**config.mk**
```make
export PLATFORM = sky130hd
export DESIGN_NAME = led_blink_decoder
export DESIGN_NICKNAME = d
export VERILOG_FILES = /design/src/rtl/led_pkg.sv /design/src/rtl/led_pow2_enc.sv /design/src/rtl/led_blink_decoder.sv
export SDC_FILE = /design/constraint.sdc
export NUM_CORES = 1
export LEC_CHECK = 0
export ABC_AREA = 1
export CAP_MARGIN = 20
export CORE_MARGIN = 1
export CORE_UTILIZATION = 55
export CTS_BUF_LIST = sky130_fd_sc_hd__clkbuf_4 sky130_fd_sc_hd__clkbuf_8
export DETAILED_ROUTE_END_ITERATION = 8
export GPL_TIMING_DRIVEN = 0
export PLACE_DENSITY = 0.82
export SETUP_SLACK_MARGIN = 0.4
export SLEW_MARGIN = 20
export SYNTH_ARGS = -nofsm -noshare
export SYNTH_HDL_FRONTEND = slang
export SYNTH_SLANG_ARGS = --single-unit
export TNS_END_PERCENT = 10
```
**constraint.sdc**
```tcl
create_clock -name clk100 -period 8.56 [get_ports clk100]
set_input_delay 2.14 -clock clk100 [delete_from_list [all_inputs] [get_ports clk100]]
set_output_delay 2.14 -clock clk100 [all_outputs]
set_load 0.05 [all_outputs]
```
**src/rtl/led_pkg.sv**
```systemverilog
// Shared LED divider types: exponent width, match counter and FSM encoding.
// Used by both the led_cnt generator and the led_blink_decoder receiver.
package led_pkg;

    localparam int DIV_W   = 5;
    localparam int MATCH_W = 4;

    typedef enum logic [1:0] {
        IDLE    = 2'd0,
        MEASURE = 2'd1,
        LOCKED  = 2'd2
    } led_state_t;

endpackage

```
**src/rtl/led_pow2_enc.sv**
```systemverilog
// Power-of-two classifier for a measured half-period.
// Reports the set-bit index and whether it lies in [MIN_DIV, MAX_DIV].
module led_pow2_enc
    import led_pkg::*;
#(
    parameter int P_W     = 32,
    parameter int MIN_DIV = 1,
    parameter int MAX_DIV = 31
) (
    input  logic [P_W-1:0]   p,
    output logic             is_pow2,
    output logic [DIV_W-1:0] k
);

    logic             one_hot;
    logic [DIV_W-1:0] idx;

    always_comb begin
        idx = '0;
        for (int i = 0; i < P_W; i++) begin
            if (p[i]) begin
                idx = DIV_W'(i);
            end
        end
    end

    assign one_hot = (p != '0) && ((p & (p - P_W'(1))) == '0);
    assign k       = idx;
    assign is_pow2 = one_hot
                  && (int'(idx) >= MIN_DIV)
                  && (int'(idx) <= MAX_DIV);

endmodule

```
**src/rtl/led_blink_decoder.sv**
```systemverilog
// Recovers the led_cnt divider exponent from the observed LED half-period.
// Define LED_DEC_SYNC_EN to put a 2-flop synchronizer in front of led_i.
module led_blink_decoder
    import led_pkg::*;
#(
    parameter int LOCK_N  = 4,
    parameter int MIN_DIV = 1,
    parameter int MAX_DIV = 31
) (
    input  logic             clk100,
    input  logic             rst,
    input  logic             led_i,
    output logic [DIV_W-1:0] div_o,
    output logic             valid_o,
    output logic             locked_o,
    output logic             err_o
);

    localparam int CNT_W = MAX_DIV + 1;
    localparam logic [CNT_W-1:0]   TMO    = {1'b1, {MAX_DIV{1'b0}}};
    localparam logic [MATCH_W-1:0] LOCK_M = MATCH_W'(LOCK_N);

    logic led_s;

`ifdef LED_DEC_SYNC_EN
    logic [1:0] sync_q;

    always_ff @(posedge clk100 or posedge rst) begin
        if (rst) begin
            sync_q <= '0;
        end else begin
            sync_q <= {sync_q[0], led_i};
        end
    end

    assign led_s = sync_q[1];
`else
    assign led_s = led_i;
`endif

    logic               led_q;
    logic [CNT_W-1:0]   cnt;
    led_state_t         state_q, state_d;
    logic [DIV_W-1:0]   cand_q, cand_d;
    logic [MATCH_W-1:0] match_q, match_d;
    logic [DIV_W-1:0]   div_q, div_d;
    logic               locked_q, locked_d;
    logic               valid_q, valid_d;
    logic               err_q, err_d;

    logic               led_edge;
    logic               timeout;
    logic [CNT_W-1:0]   p;
    logic               is_pow2;
    logic [DIV_W-1:0]   k;

    assign led_edge = led_s ^ led_q;
    assign timeout  = (cnt == TMO) && !led_edge;
    assign p        = cnt + CNT_W'(1);

    led_pow2_enc #(
        .P_W     (CNT_W),
        .MIN_DIV (MIN_DIV),
        .MAX_DIV (MAX_DIV)
    ) u_enc (
        .p       (p),
        .is_pow2 (is_pow2),
        .k       (k)
    );

    always_ff @(posedge clk100 or posedge rst) begin
        if (rst) begin
            led_q <= 1'b0;
            cnt   <= '0;
        end else begin
            led_q <= led_s;
            cnt   <= led_edge ? '0 : cnt + CNT_W'(1);
        end
    end

    always_ff @(posedge clk100 or posedge rst) begin
        if (rst) begin
            state_q  <= IDLE;
            cand_q   <= '0;
            match_q  <= '0;
            div_q    <= '0;
            locked_q <= 1'b0;
            valid_q  <= 1'b0;
            err_q    <= 1'b0;
        end else begin
            state_q  <= state_d;
            cand_q   <= cand_d;
            match_q  <= match_d;
            div_q    <= div_d;
            locked_q <= locked_d;
            valid_q  <= valid_d;
            err_q    <= err_d;
        end
    end

    always_comb begin
        state_d  = state_q;
        cand_d   = cand_q;
        match_d  = match_q;
        div_d    = div_q;
        locked_d = locked_q;
        valid_d  = 1'b0;
        err_d    = 1'b0;
        unique case (state_q)
            IDLE: begin
                if (led_edge) begin
                    state_d = MEASURE;
                    match_d = '0;
                end
            end
            MEASURE: begin
                if (led_edge) begin
                    if (!is_pow2) begin
                        err_d   = 1'b1;
                        match_d = '0;
                    end else begin
                        cand_d = k;
                        if (k == cand_q || match_q == '0) begin
                            match_d = match_q + MATCH_W'(1);
                        end else begin
                            match_d = MATCH_W'(1);
                        end
                        if (match_d >= LOCK_M) begin
                            div_d    = k;
                            locked_d = 1'b1;
                            valid_d  = 1'b1;
                            state_d  = LOCKED;
                        end
                    end
                end else if (timeout) begin
                    err_d   = 1'b1;
                    state_d = IDLE;
                end
            end
            LOCKED: begin
                if (led_edge) begin
                    if (is_pow2 && k == div_q) begin
                        valid_d = 1'b1;
                    end else begin
                        err_d    = 1'b1;
                        locked_d = 1'b0;
                        state_d  = MEASURE;
                        match_d  = is_pow2 ? MATCH_W'(1) : '0;
                        if (is_pow2) begin
                            cand_d = k;
                        end
                    end
                end else if (timeout) begin
                    err_d    = 1'b1;
                    locked_d = 1'b0;
                    state_d  = IDLE;
                end
            end
            default: begin
                state_d = IDLE;
            end
        endcase
    end

    assign div_o    = div_q;
    assign locked_o = locked_q;
    assign valid_o  = valid_q;
    assign err_o    = err_q;

endmodule

```
==> metrics.csv <==
metric,value,unit
post-synthesis sequential area ratio,31.4,%
share of cells above drive strength 1,14.0,%
clock latency at the later pin of the worst-skew pair,0.31,ns
dominant cell type by area after synthesis,dfrtp_1,
Layout Nets,626,
"Clk pin slew, worst setup/hold paths",0.09,ns
I/O Buffers,10,
Final Hold Vio Count,0,
final core occ,62.3,%
post-layout min period,3.98,ns
critical path arrival,4.18,ns
Max-Cap Viols,0,
Post-DRT Antenna Nets,0,
post-synth top area share,31.4,%
leakage,2.35,nW
Relative slew margins,52.9,%
"Remaining Overflow, GRT",0,
number of I/O pins,11,
htree depth,2,
Rows,31,
largest net degree at the start of global routing,33,
Resized cells post-CTS,0,
Worst EP required,8.75,ns
post-synthesis net count,608,
final setup vio count,0,
Worst Hold Class,reg -> reg,
Post-DP HPWL,7490,um
final wirelength,9280,um
first-pass GRT wire length,16200,um
Peak supply drop,88.2,uV
Longest Clk Path Bufs,2,
Post-route DRC,0,
number of global-route vias before repair,3636,
Routed WL per cell,13.0,um
total power,0.773,mW
setup tns final,0,ns
"Max FO, Critical Path",10,
Cells after Synth,595,
number of flops mapped to enable cells by yosys,0,
GRT Total Usage,26.2,%
most frequent cell after synthesis,nand2_1,
Seq cells post-synth,52,
Num CTS Buffers,5,
actual slew at the worst max-slew pin,0.700,ns
Post-synth top cells,"146 x nand2_1, 81 x inv_1, 77 x nor2_1",
unrepaired setup endpoints after global routing,false,
Setup Skew,0.0130,ns
critical path class,reg -> reg,
die area,7900,um2
"Warnings, synthesis",0,
Netlist cell types,38,
postcts setup bufs,0,
initial antenna violation count,0,
antenna cells,0,
initial cell density of the core,57.2,%
Peak Freq,251,MHz
Async SR Flop Fraction,100,%
fin. max-slew vios,0,
synth-to-layout area growth,8.93,%
clk sinks,52,
cell area after synthesis,4150,um2
DRT Pass-1 Iters,5,
PD cells,171,nW/um2
Starting DRT DRC Count,318,
Clock Root Buffer,clkbuf_8,
crit path launch type,flop,
outcome,completed,
largest cells by area after synthesis,"dfrtp_1 31%, nand2_1 13%, inv_1 7.3%",
CTS tree,done,
crit share post-route,46.6,%
CORE AREA,7250,um2
Worst setup EP type,flop,
top_reg_cell synth,dfrtp_1,
hold buffers post-CTS,0,
via count,3787,
Die Ht,88.9,um
Horiz. Die Dim,88.9,um
Syn Area/Cell,6.97,um2
Placer Congestion,0.961,
vias per inst,5.31,
==> critical path: stages, from the launching register on <==
cell and delay (ns):
dfrtp_1 0.48, ha_1 0.22, nand3_2 0.12, nor3_4 0.27, nand4_2 0.14, nor2_2 0.17
nand2_2 0.11, nor3_4 0.23, nand2_1 0.11, xor2_1 0.38, nand2_1 0.10, inv_1 0.12
nand2_1 0.10, nor2_4 0.11, nand2_2 0.11, xor2_1 0.17, nor3_2 0.24, nand3_2 0.14
nand2_4 0.11, nand2_2 0.06, nand2_2 0.08, nand3_4 0.12, nand2_1 0.10, o21ai_1 0.06
==> stage by stage <==
| step | hold slack, ns | setup WS (ns) | area, um2 | std cells |
|---|---|---|---|---|
| 2_1_floorplan | 0.478 | 5.16 | 4150 | 595 |
| 3_3_place_gp | 0.456 | 4.22 | 4370 | 704 |
| 3_5_place_dp | 0.466 | 4.65 | 4390 | 705 |
| 4_1_cts | 0.492 | 4.60 | 4520 | 713 |
| 5_1_grt | 0.558 | 4.16 | 4520 | 713 |
| 6_report | 0.484 | 4.58 | 4520 | 713 |
==> per-layer routing <==
layer	up-vias	global-route usage, %	share of wire [%]	routed length, um
li1	1944	-	-	-
met1	1760	35.1	48	4420
met2	70	44.8	48	4470
met3	13	3.17	2.9	271
met4	0	7.33	1.3	120
met5	-	0	0	0
==> sequential cells by signal, summed over array words and instances, names as in the netlist <==
| register | count |
|---|---|
| cand_q | 5 |
| cnt | 32 |
| div_o | 5 |
| err_o | 1 |
| led_q | 1 |
| locked_o | 1 |
| match_q | 4 |
| state_q | 2 |
| valid_o | 1 |
==> report_power, final <==
part | total (mW) | internal [mW] | switching [mW] | leakage (nW)
registers | 0.288 | 0.267 | 0.0207 | 0.714
clock network | 0.184 | 0.103 | 0.0804 | 0.0645
logic | 0.301 | 0.103 | 0.198 | 1.58
total | 0.773 | 0.473 | 0.299 | 2.35
==> final timing paths <==
kind / cells after the start / startpoint / to / slack (ns)
max: 23 / cnt[0]$_DFF_PP0_ / div_o[1]$_DFFE_PP0P_ / 4.58
max in group asynchronous: 3 / rst / cnt[16]$_DFF_PP0_ / 5.86
min in group asynchronous: 2 / rst / cnt[2]$_DFF_PP0_ / 2.16
min: 2 / locked_o$_DFFE_PP0P_ / locked_o$_DFFE_PP0P_ / 0.48
min reg2reg: 2 / locked_o$_DFFE_PP0P_ / locked_o$_DFFE_PP0P_ / 0.48
max reg2reg: 23 / cnt[0]$_DFF_PP0_ / div_o[1]$_DFFE_PP0P_ / 4.58
==> cell usage in the layout (no fill, tap or decap), drive strengths merged <==
cell type      count
xnor2              8
dfrtp             52
or2                2
a31oi              5
and3               1
nand3             38
o211ai             1
a211oi             1
xor2              21
o22ai              4
nor4              11
clkdlybuf4s50     10
buf                5
clkbuf             7
or3                1
nor3b              1
a21oi              7
nand4             17
bufinv             1
nand2            170
ha                10
nor2              95
o21ai             31
inv               89
nor3              26
==> final cells by class <==
class,instances,area (um2)
Fill cell,654,2730
Multi-Input combinational cell,450,2500
Sequential cell,52,1300
Inverter,89,334
Tap cell,99,124
Timing Repair Buffer,11,120
Clock buffer,7,96.3
Clock inverter,1,30.0
Buffer,4,16.3
==> cell families after synthesis <==
logic type,share of synthesized area (%)
AND/OR/NAND/NOR,43.5
buffers and inverters,8.44
flip-flops,31.4
AO/OA/AOI/OAI,6.42
XOR/XNOR,7.30
adder cells (fa/ha/maj),3.02
Power figures use the tool's default switching activity.
